File: config.mk
export PLATFORM = sky130hd
export DESIGN_NAME = score_tracker
export DESIGN_NICKNAME = d
export VERILOG_FILES = /design/src/rtl/score_pkg.sv /design/src/rtl/bin2bcd_iter.sv /design/src/rtl/score_tracker.sv
export SDC_FILE = /design/constraint.sdc
export NUM_CORES = 1
export LEC_CHECK = 0
export ABC_AREA = 1
export BUFFER_PORTS_ARGS = -buffer_cell sky130_fd_sc_hd__buf_2
export CAP_MARGIN = 20
export CELL_PAD_IN_SITES_DETAIL_PLACEMENT = 0
export CELL_PAD_IN_SITES_GLOBAL_PLACEMENT = 2
export CORE_AREA = 10 10 93 127
export DETAILED_ROUTE_END_ITERATION = 16
export DIE_AREA = 0 0 103 137
export PLACE_DENSITY_LB_ADDON = 0.08
export REMOVE_ABC_BUFFERS = 1
export SYNTH_ARGS = -nofsm -noshare
export SYNTH_HDL_FRONTEND = slang
export SYNTH_SLANG_ARGS = --single-unit
export TNS_END_PERCENT = 100
File: constraint.sdc
create_clock -name i_clk -period 2.7 [get_ports i_clk]
set_input_delay 0.27 -clock i_clk [delete_from_list [all_inputs] [get_ports i_clk]]
set_output_delay 0.27 -clock i_clk [all_outputs]
set_load 0.02 [all_outputs]
File: src/rtl/score_pkg.sv
// rtl/score_pkg.sv - shared widths, limits and conversion states for the score stage
package score_pkg;

    localparam int SCORE_W = 8;
    localparam int BCD_W   = 4;
    localparam logic [SCORE_W-1:0] SCORE_MAX = 8'd255;

    typedef enum logic [1:0] {
        ST_IDLE = 2'd0,
        ST_CONV = 2'd1,
        ST_DONE = 2'd2
    } conv_state_t;

    // Double-dabble correction: a nibble of 5 or more would overflow past 9 after the shift.
    function automatic logic [BCD_W-1:0] dabble_adj(input logic [BCD_W-1:0] n);
        return (n >= 4'd5) ? n + 4'd3 : n;
    endfunction

endpackage

File: src/rtl/bin2bcd_iter.sv
// rtl/bin2bcd_iter.sv - iterative 8-bit binary to 3-digit BCD converter, one bit per cycle
module bin2bcd_iter
    import score_pkg::*;
(
    input  logic               i_clk,
    input  logic               i_reset,
    input  logic               i_start,
    input  logic [SCORE_W-1:0] i_bin,
    output logic               o_busy,
    output logic               o_done,
    output logic [BCD_W-1:0]   o_hundreds,
    output logic [BCD_W-1:0]   o_tens,
    output logic [BCD_W-1:0]   o_ones
);

    conv_state_t          r_state;
    logic [SCORE_W-1:0]   r_snap;
    logic [3*BCD_W-1:0]   r_bcd;
    logic [2:0]           r_cnt;
    logic [BCD_W-1:0]     r_hundreds;
    logic [BCD_W-1:0]     r_tens;
    logic [BCD_W-1:0]     r_ones;
    logic [3*BCD_W-1:0]   w_adj;

    assign w_adj = {dabble_adj(r_bcd[11:8]), dabble_adj(r_bcd[7:4]), dabble_adj(r_bcd[3:0])};

    always_ff @(posedge i_clk) begin
        if (i_reset) begin
            r_state    <= ST_IDLE;
            r_snap     <= '0;
            r_bcd      <= '0;
            r_cnt      <= '0;
            r_hundreds <= '0;
            r_tens     <= '0;
            r_ones     <= '0;
        end else begin
            case (r_state)
                ST_IDLE: begin
                    if (i_start) begin
                        r_snap  <= i_bin;
                        r_bcd   <= '0;
                        r_cnt   <= '0;
                        r_state <= ST_CONV;
                    end
                end
                ST_CONV: begin
                    {r_bcd, r_snap} <= {w_adj, r_snap} << 1;
                    r_cnt           <= r_cnt + 3'd1;
                    if (r_cnt == 3'd7) begin
                        r_state <= ST_DONE;
                    end
                end
                ST_DONE: begin
                    // Digits change only here so the display never sees a partial result.
                    r_hundreds <= r_bcd[11:8];
                    r_tens     <= r_bcd[7:4];
                    r_ones     <= r_bcd[3:0];
                    r_state    <= ST_IDLE;
                end
                default: begin
                    r_state <= ST_IDLE;
                end
            endcase
        end
    end

    assign o_busy     = (r_state != ST_IDLE);
    assign o_done     = (r_state == ST_DONE);
    assign o_hundreds = r_hundreds;
    assign o_tens     = r_tens;
    assign o_ones     = r_ones;

endmodule

File: src/rtl/score_tracker.sv
// rtl/score_tracker.sv - score accumulation, freeze, session high score and BCD conversion trigger
module score_tracker
    import score_pkg::*;
#(
    parameter logic [SCORE_W-1:0] POINTS_PER_FOOD = 8'd1
) (
    input  logic               i_clk,
    input  logic               i_reset,
    input  logic               i_food_eaten,
    input  logic               i_game_over,
    input  logic               i_new_game,
    output logic [SCORE_W-1:0] o_score,
    output logic [SCORE_W-1:0] o_high_score,
    output logic [BCD_W-1:0]   o_bcd_hundreds,
    output logic [BCD_W-1:0]   o_bcd_tens,
    output logic [BCD_W-1:0]   o_bcd_ones,
    output logic               o_bcd_busy
);

    logic [SCORE_W-1:0] r_score;
    logic [SCORE_W-1:0] r_high_score;
    logic               r_frozen;
    logic [SCORE_W-1:0] r_last_conv;
    logic [SCORE_W-1:0] r_inflight;
    logic [SCORE_W:0]   w_sum;
    logic [SCORE_W-1:0] w_food_score;
    logic               w_start;
    logic               w_busy;
    logic               w_done;

    assign w_sum        = {1'b0, r_score} + {1'b0, POINTS_PER_FOOD};
    assign w_food_score = w_sum[SCORE_W] ? SCORE_MAX : w_sum[SCORE_W-1:0];
    assign w_start      = (r_score != r_last_conv);

    always_ff @(posedge i_clk) begin
        if (i_reset) begin
            r_score      <= '0;
            r_high_score <= '0;
            r_frozen     <= 1'b0;
        end else if (i_new_game) begin
            r_score  <= '0;
            r_frozen <= 1'b0;
        end else if (i_game_over) begin
            r_frozen <= 1'b1;
            if (r_score > r_high_score) begin
                r_high_score <= r_score;
            end
        end else if (i_food_eaten && !r_frozen) begin
            r_score <= w_food_score;
        end
    end

    // The converter accepts a start only while idle, so the snapshot it took is mirrored here.
    always_ff @(posedge i_clk) begin
        if (i_reset) begin
            r_last_conv <= '0;
            r_inflight  <= '0;
        end else begin
            if (w_start && !w_busy) begin
                r_inflight <= r_score;
            end
            if (w_done) begin
                r_last_conv <= r_inflight;
            end
        end
    end

    bin2bcd_iter u_bin2bcd (
        .i_clk      (i_clk),
        .i_reset    (i_reset),
        .i_start    (w_start),
        .i_bin      (r_score),
        .o_busy     (w_busy),
        .o_done     (w_done),
        .o_hundreds (o_bcd_hundreds),
        .o_tens     (o_bcd_tens),
        .o_ones     (o_bcd_ones)
    );

    assign o_score      = r_score;
    assign o_high_score = r_high_score;
    assign o_bcd_busy   = w_busy;

endmodule

==> results of run 1 <==
-- cells by family after synthesis --
group,after synthesis
fa+ha+maj,17
xor+xnor,9
simple gates,169
flops,70
compound gates,111
buf+inv,67
-- critical path: stages, from the launching register on --
cell and delay, ns:
dfxtp_1 0.55, ha_1 0.31, a21oi_1 0.13, o21ai_0 0.08, nand2_1 0.06, nand3_1 0.40, a21oi_1 0.28, nor2_1 0.06
-- final cells by class --
class	count	area [µm²]
inverters	46	172.7
fillers	1009	5480
multi-input cells	306	1710
well taps	110	137.6
flip-flops and latches	70	1401
repair buffers	43	240.2
clock inverters	4	70.07
clock buffers	12	246.5
-- worst max path at each step --
stage	from	to	slack, ns	cells after the start
final	o_score[3]	o_high_score[5]	0.72	7
after detailed placement	o_score[3]	o_high_score[5]	0.68	7
after global placement	o_score[3]	o_high_score[5]	0.68	7
after global routing	o_score[3]	o_high_score[0]	0.44	7
after CTS	o_score[3]	o_high_score[5]	0.68	7
after floorplan	o_score[0]	o_high_score[0]	0.70	8
-- where the power goes --
group | switching, µW | total, µW | internal, µW
Sequential | 18.3 | 1070 | 1060
Clock | 433 | 1260 | 831
Combinational | 217 | 307 | 89.3
-- through the flow --
| stage | std cells | utilization [%] | power [µW] | worst slack [ns] |
|---|---|---|---|---|
| global placement | 575 | 38.72 | 1408 | 0.6768 |
| CTS | 591 | 42.06 | 2686 | 0.6778 |
| global route | 591 | 42.06 | 2767 | 0.4405 |
| floorplan | 422 | - | 1301 | 0.7048 |
| finish | 591 | 42.06 | 2645 | 0.7177 |
| detailed placement | 575 | 38.72 | 1408 | 0.6790 |
-- state kept, by name, indices dropped and copies added (netlist names) --
name                  cells
r_last_conv               8
u_bin2bcd.r_state         2
u_bin2bcd.r_bcd          12
u_bin2bcd.o_tens          4
o_high_score              8
r_inflight                8
o_score                   8
u_bin2bcd.o_hundreds      4
u_bin2bcd.r_cnt           3
r_frozen                  1
u_bin2bcd.o_ones          4
u_bin2bcd.r_snap          8
-- synthesized netlist by cell type, drive strengths merged --
library cell | count | area (µm²)
or2 | 2 | 12.51
dfxtp | 70 | 1401
ha | 17 | 212.7
nand3 | 52 | 315.3
buf | 9 | 96.33
clkbuf | 12 | 45.04
a21oi | 63 | 356.6
o21ai | 42 | 210.2
inv | 46 | 172.7
nor2 | 34 | 135.1
nand2 | 73 | 291.5
nand3b | 1 | 7.510
a311oi | 1 | 8.760
a211oi | 2 | 20.02
a221oi | 1 | 8.760
xnor2 | 4 | 35.03
xor2 | 5 | 43.79
nor3 | 3 | 15.01
nand4 | 4 | 25.02
a31oi | 2 | 12.51
-- per-layer routing --
layer / routed length, µm / GRT usage [%] / vias to the layer above
met5: 0 / 0 / -
met3: 341 / 2.877 / 8
met2: 4425 / 23.14 / 50
li1: - / - / 1546
met4: 120 / 5.349 / 0
met1: 3953 / 15.66 / 1353
==> impl_metrics.ini, run 1 <==
[clock_tree]
ctsResizeCount = 0
clkSinkCount = 70
cts_tree = built
htree_levels = 3
post_cts_buffers = 0
cts.clk_slew.worst_paths_ns = 0.06
cts_buffer_depth = 2
ctsHoldBuffers = 0
cts_root_buf = clkbuf_16
cts_inserted_buffers = 9
clock_latency_ns = 0.33

[timing]
fmax_mhz = 504.5
tns_ns = 0
timing.final.max_slew_violations = 0
period_share_pct = 73.42
timing.final.crit_period_ns = 1.982
setup_violations = 0
rsz0062_at_grt = false
final-hold-violation-count = 0
fin_skew_ns = 0.006351
hold_ws_ns = 0.1957
relSlewSlack_pct = 46.71
tightest_slew_ns = 0.7984

[detailed_routing]
drc = 0
antenna_left = 0
via_count = 2957
drt_pre_antenna_iters = 4
drtIter0Drc = 129
wl_per_cell_um = 14.96
via_per_inst = 5.003
finalWirelength_mm = 8.840

[synth]
synth_top_family_by_area = simple AND/OR/NAND/NOR gates
yosys.area_share.xor_xnor_pct = 2.301
synth_compound_area_share_pct = 18.01
ys_types = 31
ys_warn_count = 0
syn_area_per_cell_um2 = 7.733
synthCells = 443
ys_seq_area_share_pct = 40.91
synth-simple-area-share_pct = 23.41
synth_fa_ha_area_share_pct = 6.209
synth_mux_area_share_pct = 0
netlist_area_mm2 = 0.003426
synth-seq-cells = 70

[layout]
final_cell_mix = 70 x nand2_1, 70 x dfxtp_1, 52 x a21oi_1
drive_gt1_share_pct = 18.71
area_delta_synth_final_pct = 16.14
antennaDiodeCount = 0
finalNetCount = 498
final_area_mm2 = 0.003979

[global_routing]
grt_max_degree = 31
gr-total-overflow = 0
grt_pass1_vias = 2924
track_usage_pct = 13.44
antenna_found_initial = 0
grt_pass1_wl_mm = 14.79

[critical_path]
regToRegSetupSlack_ns = 0.72
crit_fanout = 16
arrival_ns = 2.21
crit-reg2reg-launch = o_score[3]
crit_path_end_kind = flip-flop
r2r-end = o_high_score[5]
startpoint_type = flip-flop
r2r_cells = 7
critPathRequiredTime_ns = 2.92
crit_type = reg -> reg

[power_and_ir_drop]
p_leak_uw = 0.001616
vdd_drop_max_v = 0.0002583
powerDensity_mw_per_mm2 = 664.7

[floorplan]
die_area_mm2 = 0.01411
die_x_um = 103
rows = 42
design.portCount = 34
die_h_um = 137
core-area_mm2 = 0.009459
initial_utilization_pct = 36.22

[placement]
dp_hpwl_mm = 6.250
io_buffers = 33
postPlaceCellArea_mm2 = 0.003662
place_congestion = 0.7988

[flow_run]
maxCapViolCount = 0

[run_status]
status = finished clean

[worst_hold_path]
whs_endpoint = r_frozen
min_path_type = in -> reg
worstHoldStart = i_game_over
hold-path-cell-count = 3
Note: power is estimated with default switching activity, not from simulation.
==> inputs of run 2 (changes only) <==
CORE_AREA = 10 10 96 132   (was 10 10 93 127)
DIE_AREA = 0 0 106 142   (was 0 0 103 137)
clock period = 1.88 ns   (was 2.7 ns; I/O delays follow)
==> impl_metrics.ini, run 2 (synthesis gave the netlist of run 1 again) <==
[floorplan]
core-area_mm2 = 0.01024
die_x_um = 106
die_area_mm2 = 0.01505
initial_utilization_pct = 33.46
rows = 44
design.portCount = 34
die_h_um = 142

[timing]
tightest_slew_ns = 0.5033
setup_violations = 0
timing.final.max_slew_violations = 0
timing.final.crit_period_ns = 1.714
fin_skew_ns = 0.005871
rsz0062_at_grt = false
fmax_mhz = 583.5
layout_setup_ws_ns = 0.1662
period_share_pct = 91.16
final-hold-violation-count = 0
relSlewSlack_pct = 66.19

[clock_tree]
cts_tree = built
cts_root_buf = clkbuf_16
htree_levels = 3
clock_latency_ns = 0.33
cts.clk_slew.worst_paths_ns = 0.06
ctsHoldBuffers = 0
cts_buffer_depth = 2
ctsResizeCount = 0
post_cts_buffers = 0
clkSinkCount = 70
cts_inserted_buffers = 9

[layout]
area_delta_synth_final_pct = 19.39
seq_area_mm2 = 0.001403
final_common_cell = nand2_1
finalNonFillerCells = 631
final_cell_mix = 70 x nand2_1, 69 x dfxtp_1, 52 x a21oi_1
largest_reg_flops = 12
drive_gt1_share_pct = 21.10
finalNetCount = 510
multi_input_area_mm2 = 0.001710
top_register = u_bin2bcd.r_bcd
fillers = 1116
fin_util_pct = 39.94
antennaDiodeCount = 0

[power_and_ir_drop]
seqPwrFrac_pct = 41.1
p_leak_uw = 0.001671
p_comb_share_pct = 12.8
powerDensity_mw_per_mm2 = 915.8
p_int_uw = 2767
p_total_uw = 3746
switchingPower_uw = 978.9
switching_share_pct = 26.13
power_frac_clock_pct = 46.1
vdd_drop_max_v = 0.0004279

[flow_run]
maxCapViolCount = 0

[worst_hold_path]
min_path_type = in -> reg

[global_routing]
track_usage_pct = 12.87
grt_pass1_wl_mm = 15.55
grt_max_degree = 30
antenna_found_initial = 0
gr-total-overflow = 0
grt_pass1_vias = 3028

[critical_path]
worstPathCellList = ha_1 > nand2_1 > nor2_1 > a211oi_2 > buf_4 > nand3_1 > nand2_1 > nor2_1
slowest_delay_ns = 0.54
crit_fanout = 16
critPathBufInv = 1
crit_path_end_kind = flip-flop
crit_type = reg -> reg
critical_path.top_delay_family = flip-flops
arrival_ns = 1.94
critPathRequiredTime_ns = 2.11
critPathSlowestCell = dfxtp_1
startpoint_type = flip-flop

[detailed_routing]
via_per_inst = 4.735
drc = 0
antenna_left = 0
via_count = 2988
drt_pre_antenna_iters = 4
finalWirelength_mm = 9.398
wl_per_cell_um = 14.89
drtIter0Drc = 107

[placement]
place_congestion = 0.7501
placedCellCount = 615
dp_hpwl_mm = 6.788
io_buffers = 33
pre_cts_ws_ns = 0.1260

[run_status]
status = finished clean
-- run 2: changes by cell type in the layout (fill, tap and decap cells not counted), sizes merged --
cell and delta:
buf +12, clkinv +1, bufinv -1
-- run 2: layer usage --
| metal | GRT usage (%) | wire (µm) | vias to the layer above |
|---|---|---|---|
| li1 | - | - | 1563 |
| met1 | 14.13 | 4016 | 1362 |
| met2 | 22.88 | 4833 | 46 |
| met3 | 2.267 | 282 | 17 |
| met4 | 7.005 | 265 | 0 |
| met5 | 0 | 0 | - |
-- run 2: worst paths after layout --
| check | start | end | slack [ns] | depth (start not counted) |
|---|---|---|---|---|
| worst min-delay path | i_game_over | r_frozen | 0.12 | 3 |
| worst max-delay path | o_score[2] | o_high_score[2] | 0.17 | 8 |
| worst max register to register | o_score[2] | o_high_score[2] | 0.17 | 8 |
| worst min register to register | r_inflight[6] | r_inflight[6] | 0.46 | 2 |
-- run 2: metrics by stage --
| step | TNS (ns) | area [µm²] | hold WS (ns) |
|---|---|---|---|
| 3_3_place_gp | 0 | 3787 | 0.4361 |
| 2_1_floorplan | -1.156 | 3284 | 0.2504 |
| 4_1_cts | 0 | 4089 | 0.1149 |
| 6_report | 0 | 4090 | 0.1164 |
| 3_5_place_dp | 0 | 3787 | 0.4550 |
| 5_1_grt | 0 | 4090 | 0.1605 |
-- run 2: final cells by class --
type | count | area share [%]
clock buffers | 12 | 6.271
clock inverters | 4 | 1.101
multi-input cells | 306 | 41.82
well taps | 138 | 4.221
inverters | 46 | 4.221
flip-flops and latches | 70 | 34.29
repair buffers | 55 | 8.076
-- run 2: worst register-to-register path, stage by stage (launching register included) --
cell	delay [ns]
dfxtp_1	0.54
ha_1	0.30
nand2_1	0.08
nor2_1	0.06
a211oi_2	0.20
buf_4	0.23
nand3_1	0.10
nand2_1	0.07
nor2_1	0.04
-- run 2: power by group through the flow --
| stage | Clock (µW) | Sequential (µW) | Combinational [µW] |
|---|---|---|---|
| after floorplan | 0 | 1600 | 268 |
| after global placement | 0 | 1570 | 486 |
| after detailed placement | 0 | 1570 | 493 |
| after CTS | 1780 | 1540 | 493 |
| after global routing | 1840 | 1540 | 535 |
| final | 1730 | 1540 | 481 |
